## src/rtl/cache_control_p_pkg.sv

```systemverilog
// Shared types for the 2-way pipelined cache controller.
// Holds the FSM state encoding and counter strobe bundle.
package cache_control_p_pkg;

  typedef enum logic [1:0] {
    IDLE,
    WB,
    FETCH,
    REPLAY
  } cache_ctrl_state_t;

  localparam int unsigned CNT_W_DEF = 32;

  typedef struct packed {
    logic hit;
    logic miss;
    logic wb;
  } perf_inc_t;

endpackage

```

## src/rtl/perf_counter_sat.sv

```systemverilog
// Saturating event counter with synchronous reset.
// Holds at all-ones instead of wrapping.
module perf_counter_sat #(
  parameter int unsigned W = 32
) (
  input  logic         clk,
  input  logic         rst,
  input  logic         inc,
  output logic [W-1:0] count
);

  // count events, stick at the maximum value
  always_ff @(posedge clk) begin
    if (rst)
      count <= '0;
    else if (inc && !(&count))
      count <= count + W'(1);
  end

endmodule

```

## src/rtl/cache_control_p.sv

```systemverilog
// Control FSM for the 2-way, 8-set pipelined cache datapath.
// Hit path, dirty writeback, refill and replay of stalled access.
module cache_control_p
  import cache_control_p_pkg::*;
#(
  parameter int unsigned CNT_W = CNT_W_DEF
) (
  input  logic             clk,
  input  logic             rst,
  input  logic             mem_read,
  input  logic             mem_write,
  input  logic             cache_hit,
  input  logic             hit1,
  input  logic             dirty_o,
  input  logic             lru_out,
  input  logic             pmem_resp,
  output logic             pmem_read,
  output logic             pmem_write,
  output logic             stall,
  output logic             stall_regs,
  output logic             addrmux_sel,
  output logic             source_sel,
  output logic             way_sel,
  output logic             tag_sel,
  output logic             load_cache,
  output logic             load_lru,
  output logic             load_dirty,
  output logic             dirty_sel,
  output logic [CNT_W-1:0] hit_cnt,
  output logic [CNT_W-1:0] miss_cnt,
  output logic [CNT_W-1:0] wb_cnt
);

  cache_ctrl_state_t state;
  perf_inc_t         inc;
  logic              req;
  logic              wr;

  assign req = mem_read | mem_write;
  assign wr  = mem_write;

  // strobes decoded from state; forced low while reset is held
  always_comb begin
    pmem_read   = 1'b0;
    pmem_write  = 1'b0;
    stall       = 1'b0;
    stall_regs  = 1'b0;
    addrmux_sel = 1'b0;
    source_sel  = 1'b0;
    way_sel     = 1'b0;
    tag_sel     = 1'b0;
    load_cache  = 1'b0;
    load_lru    = 1'b0;
    load_dirty  = 1'b0;
    dirty_sel   = 1'b0;
    inc         = '0;
    if (!rst) begin
      unique case (state)
        IDLE: begin
          if (req && cache_hit) begin
            way_sel  = hit1;
            load_lru = 1'b1;
            inc.hit  = 1'b1;
            if (wr) begin
              load_cache = 1'b1;
              load_dirty = 1'b1;
              dirty_sel  = 1'b1;
            end
          end else if (req) begin
            stall      = 1'b1;
            stall_regs = 1'b1;
            inc.miss   = 1'b1;
          end
        end
        WB: begin
          stall       = 1'b1;
          stall_regs  = 1'b1;
          addrmux_sel = 1'b1;
          way_sel     = lru_out;
          pmem_write  = 1'b1;
          inc.wb      = pmem_resp;
        end
        FETCH: begin
          stall       = 1'b1;
          stall_regs  = 1'b1;
          addrmux_sel = 1'b1;
          tag_sel     = 1'b1;
          pmem_read   = 1'b1;
          if (pmem_resp) begin
            load_cache = 1'b1;
            source_sel = 1'b1;
            way_sel    = lru_out;
            load_dirty = 1'b1;
          end
        end
        REPLAY: begin
          addrmux_sel = 1'b1;
          way_sel     = hit1;
          load_lru    = 1'b1;
          if (wr) begin
            load_cache = 1'b1;
            load_dirty = 1'b1;
            dirty_sel  = 1'b1;
          end
        end
        default: ;
      endcase
    end
  end

  // state sequencing: miss -> [WB] -> FETCH -> REPLAY -> IDLE
  always_ff @(posedge clk) begin
    if (rst) begin
      state <= IDLE;
    end else begin
      unique case (state)
        IDLE:
          if (req && !cache_hit)
            state <= dirty_o ? WB : FETCH;
        WB:
          if (pmem_resp)
            state <= FETCH;
        FETCH:
          if (pmem_resp)
            state <= REPLAY;
        REPLAY:
          state <= IDLE;
        default:
          state <= IDLE;
      endcase
    end
  end

  perf_counter_sat #(.W(CNT_W)) u_hit (
    .clk   (clk),
    .rst   (rst),
    .inc   (inc.hit),
    .count (hit_cnt)
  );

  perf_counter_sat #(.W(CNT_W)) u_miss (
    .clk   (clk),
    .rst   (rst),
    .inc   (inc.miss),
    .count (miss_cnt)
  );

  perf_counter_sat #(.W(CNT_W)) u_wb (
    .clk   (clk),
    .rst   (rst),
    .inc   (inc.wb),
    .count (wb_cnt)
  );

endmodule

```

## config.mk

```make
export PLATFORM = sky130hd
export DESIGN_NAME = cache_control_p
export DESIGN_NICKNAME = d
export VERILOG_FILES = /design/src/rtl/cache_control_p_pkg.sv /design/src/rtl/perf_counter_sat.sv /design/src/rtl/cache_control_p.sv
export SDC_FILE = /design/constraint.sdc
export NUM_CORES = 1
export LEC_CHECK = 0
export ABC_AREA = 1
export BUFFER_PORTS_ARGS = -buffer_cell sky130_fd_sc_hd__buf_4
export CAP_MARGIN = 10
export CORE_MARGIN = 2
export CORE_UTILIZATION = 62
export CTS_BUF_LIST = sky130_fd_sc_hd__clkbuf_4
export CTS_CLUSTER_SIZE = 28
export DETAILED_ROUTE_END_ITERATION = 16
export HOLD_SLACK_MARGIN = 0.12
export PLACE_DENSITY = 0.87
export SLEW_MARGIN = 20
export SYNTH_ARGS = -nofsm -noshare
export SYNTH_HDL_FRONTEND = slang
export SYNTH_SLANG_ARGS = --single-unit
```

## constraint.sdc

```tcl
create_clock -name clk -period 3.33 [get_ports clk]
set_input_delay 0.666 -clock clk [delete_from_list [all_inputs] [get_ports clk]]
set_output_delay 0.666 -clock clk [all_outputs]
set_load 0.005 [all_outputs]
```

==> metrics.txt, run 1 <==
min cycle time layout 2.71 ns; most frequent cell after synthesis nand2_1; final hold vios 0; RSZ-0062 raised after global routing no; Slew Viols, Final 0; Post-CTS Hold Buffers 0; antenna cells 0; Antenna Violating Nets Remaining 0; FP Rows 36; Primary FF master, synth dfxtp_1; CTS resizes 0; WS Path Type reg -> out; ys async rst share 0; max-cap violations 0; Min-Delay Path Class reg -> reg; global route total overflow 0; cell area after synthesis 6090 um^2; # DRC 0; LEAKAGE 2.95 nW; post-CTS setup buffer count 0; Post-synth EDFFs 0; Final Non-Filler Cells approximately 1300; Setup TNS Final 0 ns; Final setup viols 0; Crit-path slowest cell dfxtp_1; fraction of layout cells with a size suffix above 1 0.146; YS warnings 0; vias in the first global route 5802; Post-Route WL 16300 um; DR iter-0 viols 393; CTS tree built; Peak Freq 0.369 GHz; CP most frequent cell inv_1; antenna violations before repair 0; crit path launch type register; vias per std cell 5.45; dominant cells by area after synthesis dfxtp_1 32%, nand2_1 17%, nor2_1 15%; I/O pin total 117; slew margin rel. 0.483; Final Skew 0.00865 ns; Clk Tree Root Cell clkbuf_4; fin nets 1136; WL per Instance 13.0 um; CP required 2.66 ns; CTS Buf Count 9; clk slew on worst S/H paths 0.14 ns; Slew @ Worst Pin 0.774 ns; Syn Nets 1035; Worst-Skew Late Latency 0.46 ns; cell type with the largest total area after synthesis dfxtp_1; Pwr Density approximately 340 nW/um^2; VDD IR max about 250 uV; status finished clean; Placed Cells 1238; total track usage 0.310; fin area 7120 um^2; post-synth top area share 0.322; placement-stage cell area about 7000 um^2; Worst path max stage delay 0.46 ns; clock tree buffer depth 2; sequential area share after synthesis 0.322; final period utilization 0.813; average size of a mapped cell 6.00 um^2; Crit path max-delay family flip-flops; Layout area overhead 17.0%; largest net degree at the start of global routing 56; CP Max Fanout 6; gpl congestion 0.981; PortBufs about 120; Core ar. 9640 um^2; arrival time worst endpoint 2.04 ns; Syn Inst Count around 1000; flops & latches, synth 98; Critical Path Sink Type output port; vias 6831; Die X 103 um; Initial Utilization 0.632; estimated wirelength of the detail-placed design 12100 um; H-tree levels 3; Overall Power ~2.4 mW; die span in y ~100 um; Unique masters post-synth 31; WP buf/inv 3; first-pass GRT wire length between 20000 and 30000 um; CP cell instances inv_1, ha_1, inv_1, a211oi_1, buf_4; clk sinks around 100; Detailed Routing Iterations Pass 1 7; commonest cells in the netlist 269 x nand2_1, 245 x nor2_1, 105 x nand3_1; die area 10600 um^2
==> layout make-up <==
cell class                 instances  area [um^2]
multi-input combinational        799         3600
fill                             909         2520
sequential                        98         1960
timing repair buffer             122          916
inverter                          86          323
tap                              133          166
clock inverter                     5         80.1
clock buffer                      10         75.1
==> cells by family (layout without fill, tap and decap cells) <==
group	Yosys count	in the layout	share of synthesized area
AOI/OAI and AO/OA	92	92	0.0779
xor gates and xnor gates	10	10	0.0144
adders and majority gates	11	11	0.0226
buffers and inverters	118	223	0.0865
DFF	98	98	0.322
and+or+nand+nor	686	686	0.476
==> flip-flops by register name, summed over array words and instances (netlist names) <==
| name | count |
|---|---|
| state | 2 |
| u_miss.count | 32 |
| u_wb.count | 32 |
| u_hit.count | 32 |
==> final timing paths <==
kind	startpoint	endpoint	slack, ns	cells after the start
worst max register to register	u_miss.count[0]	u_miss.count[17]	0.92	10
worst max-delay path	state[0]	stall	0.62	5
worst min register to register	u_hit.count[1]	u_hit.count[1]	0.51	2
worst min-delay path	u_hit.count[1]	u_hit.count[1]	0.51	2
==> where the power goes <==
part / switching [mW] / internal [mW] / total, mW
clock network: 0.400 / 0.308 / 0.708
registers: 0.0322 / 1.20 / 1.23
logic: 0.284 / 0.186 / 0.470
==> routing by layer <==
layer	part of all wire	GRT usage	vias to the layer above	wire length (um)
li1	-	-	3453	-
met5	0	0	-	0
met2	0.46	0.499	295	7410
met1	0.44	0.425	3047	7230
met4	0.024	0.124	0	393
met3	0.075	0.0366	36	1230
==> per-stage QoR <==
stage / hold WS (ns) / worst slack (ns) / util
global route: 0.533 / 0.448 / 0.739
detailed placement: 0.494 / 0.980 / 0.723
floorplan: 0.487 / 1.19 / -
CTS: 0.515 / 0.601 / 0.739
finish: 0.512 / 0.623 / 0.739
global placement: 0.496 / 1.03 / 0.723
==> tightest hold or removal path: stages, from the launching register on <==
cell and delay [ns]:
dfxtp_1 0.36, nand3_1 0.08, nand2_1 0.04
==> layout by cell type (no fill, tap or decap), types with 7 or more instances in the layout <==
cell type and count:
nand4_1 27, ha_1 11, xor2_1 7, inv_1 82, nor2_2 9, dfxtp_1 98, nand2_1 269, nor3_1 11
buf_4 122, a21oi_1 82, clkbuf_4 10, nor2_1 245, nand3_1 105
No activity file was read; power rests on OpenSTA's default activity.
==> run 2, diff against run 1 <==
Settings changed: CORE_UTILIZATION 62 to 58, PLACE_DENSITY 0.87 to 0.82.
Clock period 3.33 ns to 2.8 ns, I/O delays scaled along.
==> run 2 against run 1 <==
Effect of this change:
- sequential power grew 19%
- worst hold slack got worse by 0.080 ns
- first-iteration DRC count up 12%
- largest cell class unchanged
- wire length shrank 0.34%
- register-to-register slack got worse by 0.30 ns
- sequential cell count unchanged
- die area is 6.6% higher
- core utilization is 4.7 points lower
- critical path type unchanged
- largest power group unchanged
==> metrics.txt, run 2 (same netlist as run 1, synthesis figures left out) <==
Final setup viols 0 (unchanged); total track usage 0.282 (was 0.310); Slew @ Worst Pin 0.737 ns (was 0.774 ns); GR Util met1 0.379 (was 0.425); # DRC 0 (unchanged); die span in y 106 um (was 103 um); fin nets 1139 (was 1136); Setup TNS Final 0 ns (unchanged); CTS tree built (unchanged); gpl congestion 0.957 (was 0.981); first-pass GRT wire length 26200 um (was 26500 um); Core ar. 10300 um^2 (was 9640 um^2); clk slew on worst S/H paths 0.16 ns (was 0.14 ns); DR iter-0 viols 442 (was 393); WS Path Type reg -> out (unchanged); H-tree levels 3 (unchanged); hold-critical path depth 2 (unchanged); WL per Instance 12.9 um (was 13.0 um); Reg2Reg Setup Slack 0.62 ns (was 0.92 ns); die area 11300 um^2 (was 10600 um^2); Antenna Violating Nets Remaining 0 (unchanged); Layout fillers 1004 (was 909); CTS resizes 0 (unchanged); vias in the first global route 5751 (was 5802); post-CTS setup buffer count 0 (unchanged); final period utilization 0.955; largest net degree at the start of global routing 50 (was 56); LEAKAGE 2.95 nW (about the same); antenna cells 0 (unchanged); arrival time worst endpoint 2.11 ns (was 2.04 ns); Critical Path Sink Type output port (unchanged); Slew Viols, Final 0 (unchanged); CP Max Fanout 6 (unchanged); Min-Delay Path Class in -> reg (was reg -> reg); r2r worst-path depth 9 (was 10); vias 6757 (was 6831); antenna violations before repair 0 (unchanged); Detailed Routing Iterations Pass 1 10 (was 7); worst hold slack 0.432 ns (was 0.512 ns); CTS Buf Count 9 (unchanged); Pwr Density 381 nW/um^2 (was 338 nW/um^2); I/O pin total 117 (unchanged); status finished clean (unchanged); clock tree buffer depth 2 (unchanged); Peak Freq about 0.37 GHz; Post-Route WL 16200 um (was 16300 um); fraction of layout cells with a size suffix above 1 0.149 (was 0.146); most frequent cells in the layout 269 x nand2_1, 245 x nor2_1, 125 x buf_4 (was 269 x nand2_1, 245 x nor2_1, 122 x buf_4); FP Rows 37 (was 36); Worst-Skew Late Latency 0.46 ns (about the same); Clk Tree Root Cell clkbuf_4 (unchanged); grt met3 use 0.0533 (was 0.0366); global route total overflow 0 (unchanged); clk sinks 98 (unchanged); max-cap violations 0 (unchanged); Initial Utilization 0.593 (was 0.632); Regs by FF count u_hit.count (32), u_miss.count (32), u_wb.count (32) (unchanged); Die X 106 um (was 103 um); RR Endpoint u_miss.count[23] (was u_miss.count[17]); vias per std cell 5.36 (was 5.45); min cycle time layout 2.67 ns; CP Capture Point stall_regs (was stall); estimated wirelength of the detail-placed design 12300 um (was 12100 um); final hold vios 0 (unchanged); start point of the critical path state[0] (unchanged); Post-CTS Hold Buffers 0 (unchanged); slew margin rel. 0.507 (was 0.483); Final Skew 0.0118 ns (was 0.00865 ns); final core utilization 0.692 (was 0.739); RSZ-0062 raised after global routing no (unchanged); crit path launch type register (unchanged); GR peak layer met2 (unchanged); Layout area overhead 16.7% (was 17.0%); FF-to-FF Start state[1] (was u_miss.count[0]); met2 Use GR 0.455 (was 0.499); VDD IR max 265 uV (was 247 uV); CP required 2.24 ns (was 2.66 ns); PortBufs 116 (unchanged); commonest non-fill, non-tap cell in the layout nand2_1 (unchanged)
[run 2: cell count changes in the layout (fill, tap and decap cells not counted)]
cell	delta
buf_4	+3
bufinv_16	-2
clkinvlp_4	+1
clkinv_1	+1
inv_6	+1
clkinv_2	+1
clkbuf_4	-1
[run 2: worst min-delay path by stage]
stage	from	end	slack, ns
floorplan	u_hit.count[1]	u_hit.count[1]	0.49
global placement	u_hit.count[1]	u_hit.count[1]	0.49
detailed placement	u_miss.count[1]	u_miss.count[1]	0.50
CTS	rst	u_wb.count[3]	0.41
global route	rst	u_miss.count[2]	0.43
finish	rst	state[0]	0.43
[run 2: layout make-up]
type / count / area (um^2) / share of cell area
Timing Repair Buffer: 125 / 938 / 0.132
Clock inverter: 7 / 45.0 / 0.00634
Sequential cell: 98 / 1960 / 0.276
Multi-Input combinational cell: 799 / 3600 / 0.507
Inverter: 86 / 323 / 0.0454
Tap cell: 136 / 170 / 0.0239
Clock buffer: 9 / 67.6 / 0.00951
[run 2: report_power, final]
group	internal [mW]	leakage [nW]	total, mW	switching [mW]
sequential	1.42	0.790	1.46	0.0341
combinational	0.225	2.10	0.574	0.350
clock	0.180	0.0558	0.680	0.501
total	1.83	2.95	2.71	0.884
[run 2: worst max-delay path, cell delays in order, from the launching register on]
cell,delay [ns]
dfxtp_1,0.46
inv_1,0.13
ha_1,0.38
inv_1,0.07
a211oi_1,0.43
buf_4,0.19
[run 2: metal layers]
metal / wire length (um) / vias up / share of wire
li1: - / 3468 / -
met1: 7350 / 3000 / 0.45
met2: 7270 / 250 / 0.45
met3: 1210 / 39 / 0.074
met4: 376 / 0 / 0.023
met5: 0 / - / 0
[run 2: metrics by stage]
stage | cells | setup WS [ns] | total power [mW] | instance area [um^2]
finish | 1260 | 0.126 | 2.71 | 7110
global route | 1260 | 0.0216 | 2.85 | 7110
CTS | 1260 | 0.130 | 2.72 | 7110
detailed placement | 1244 | 0.579 | 2.06 | 6990
global placement | 1244 | 0.655 | 2.04 | 6990
floorplan | 1015 | 0.871 | 1.85 | 6090
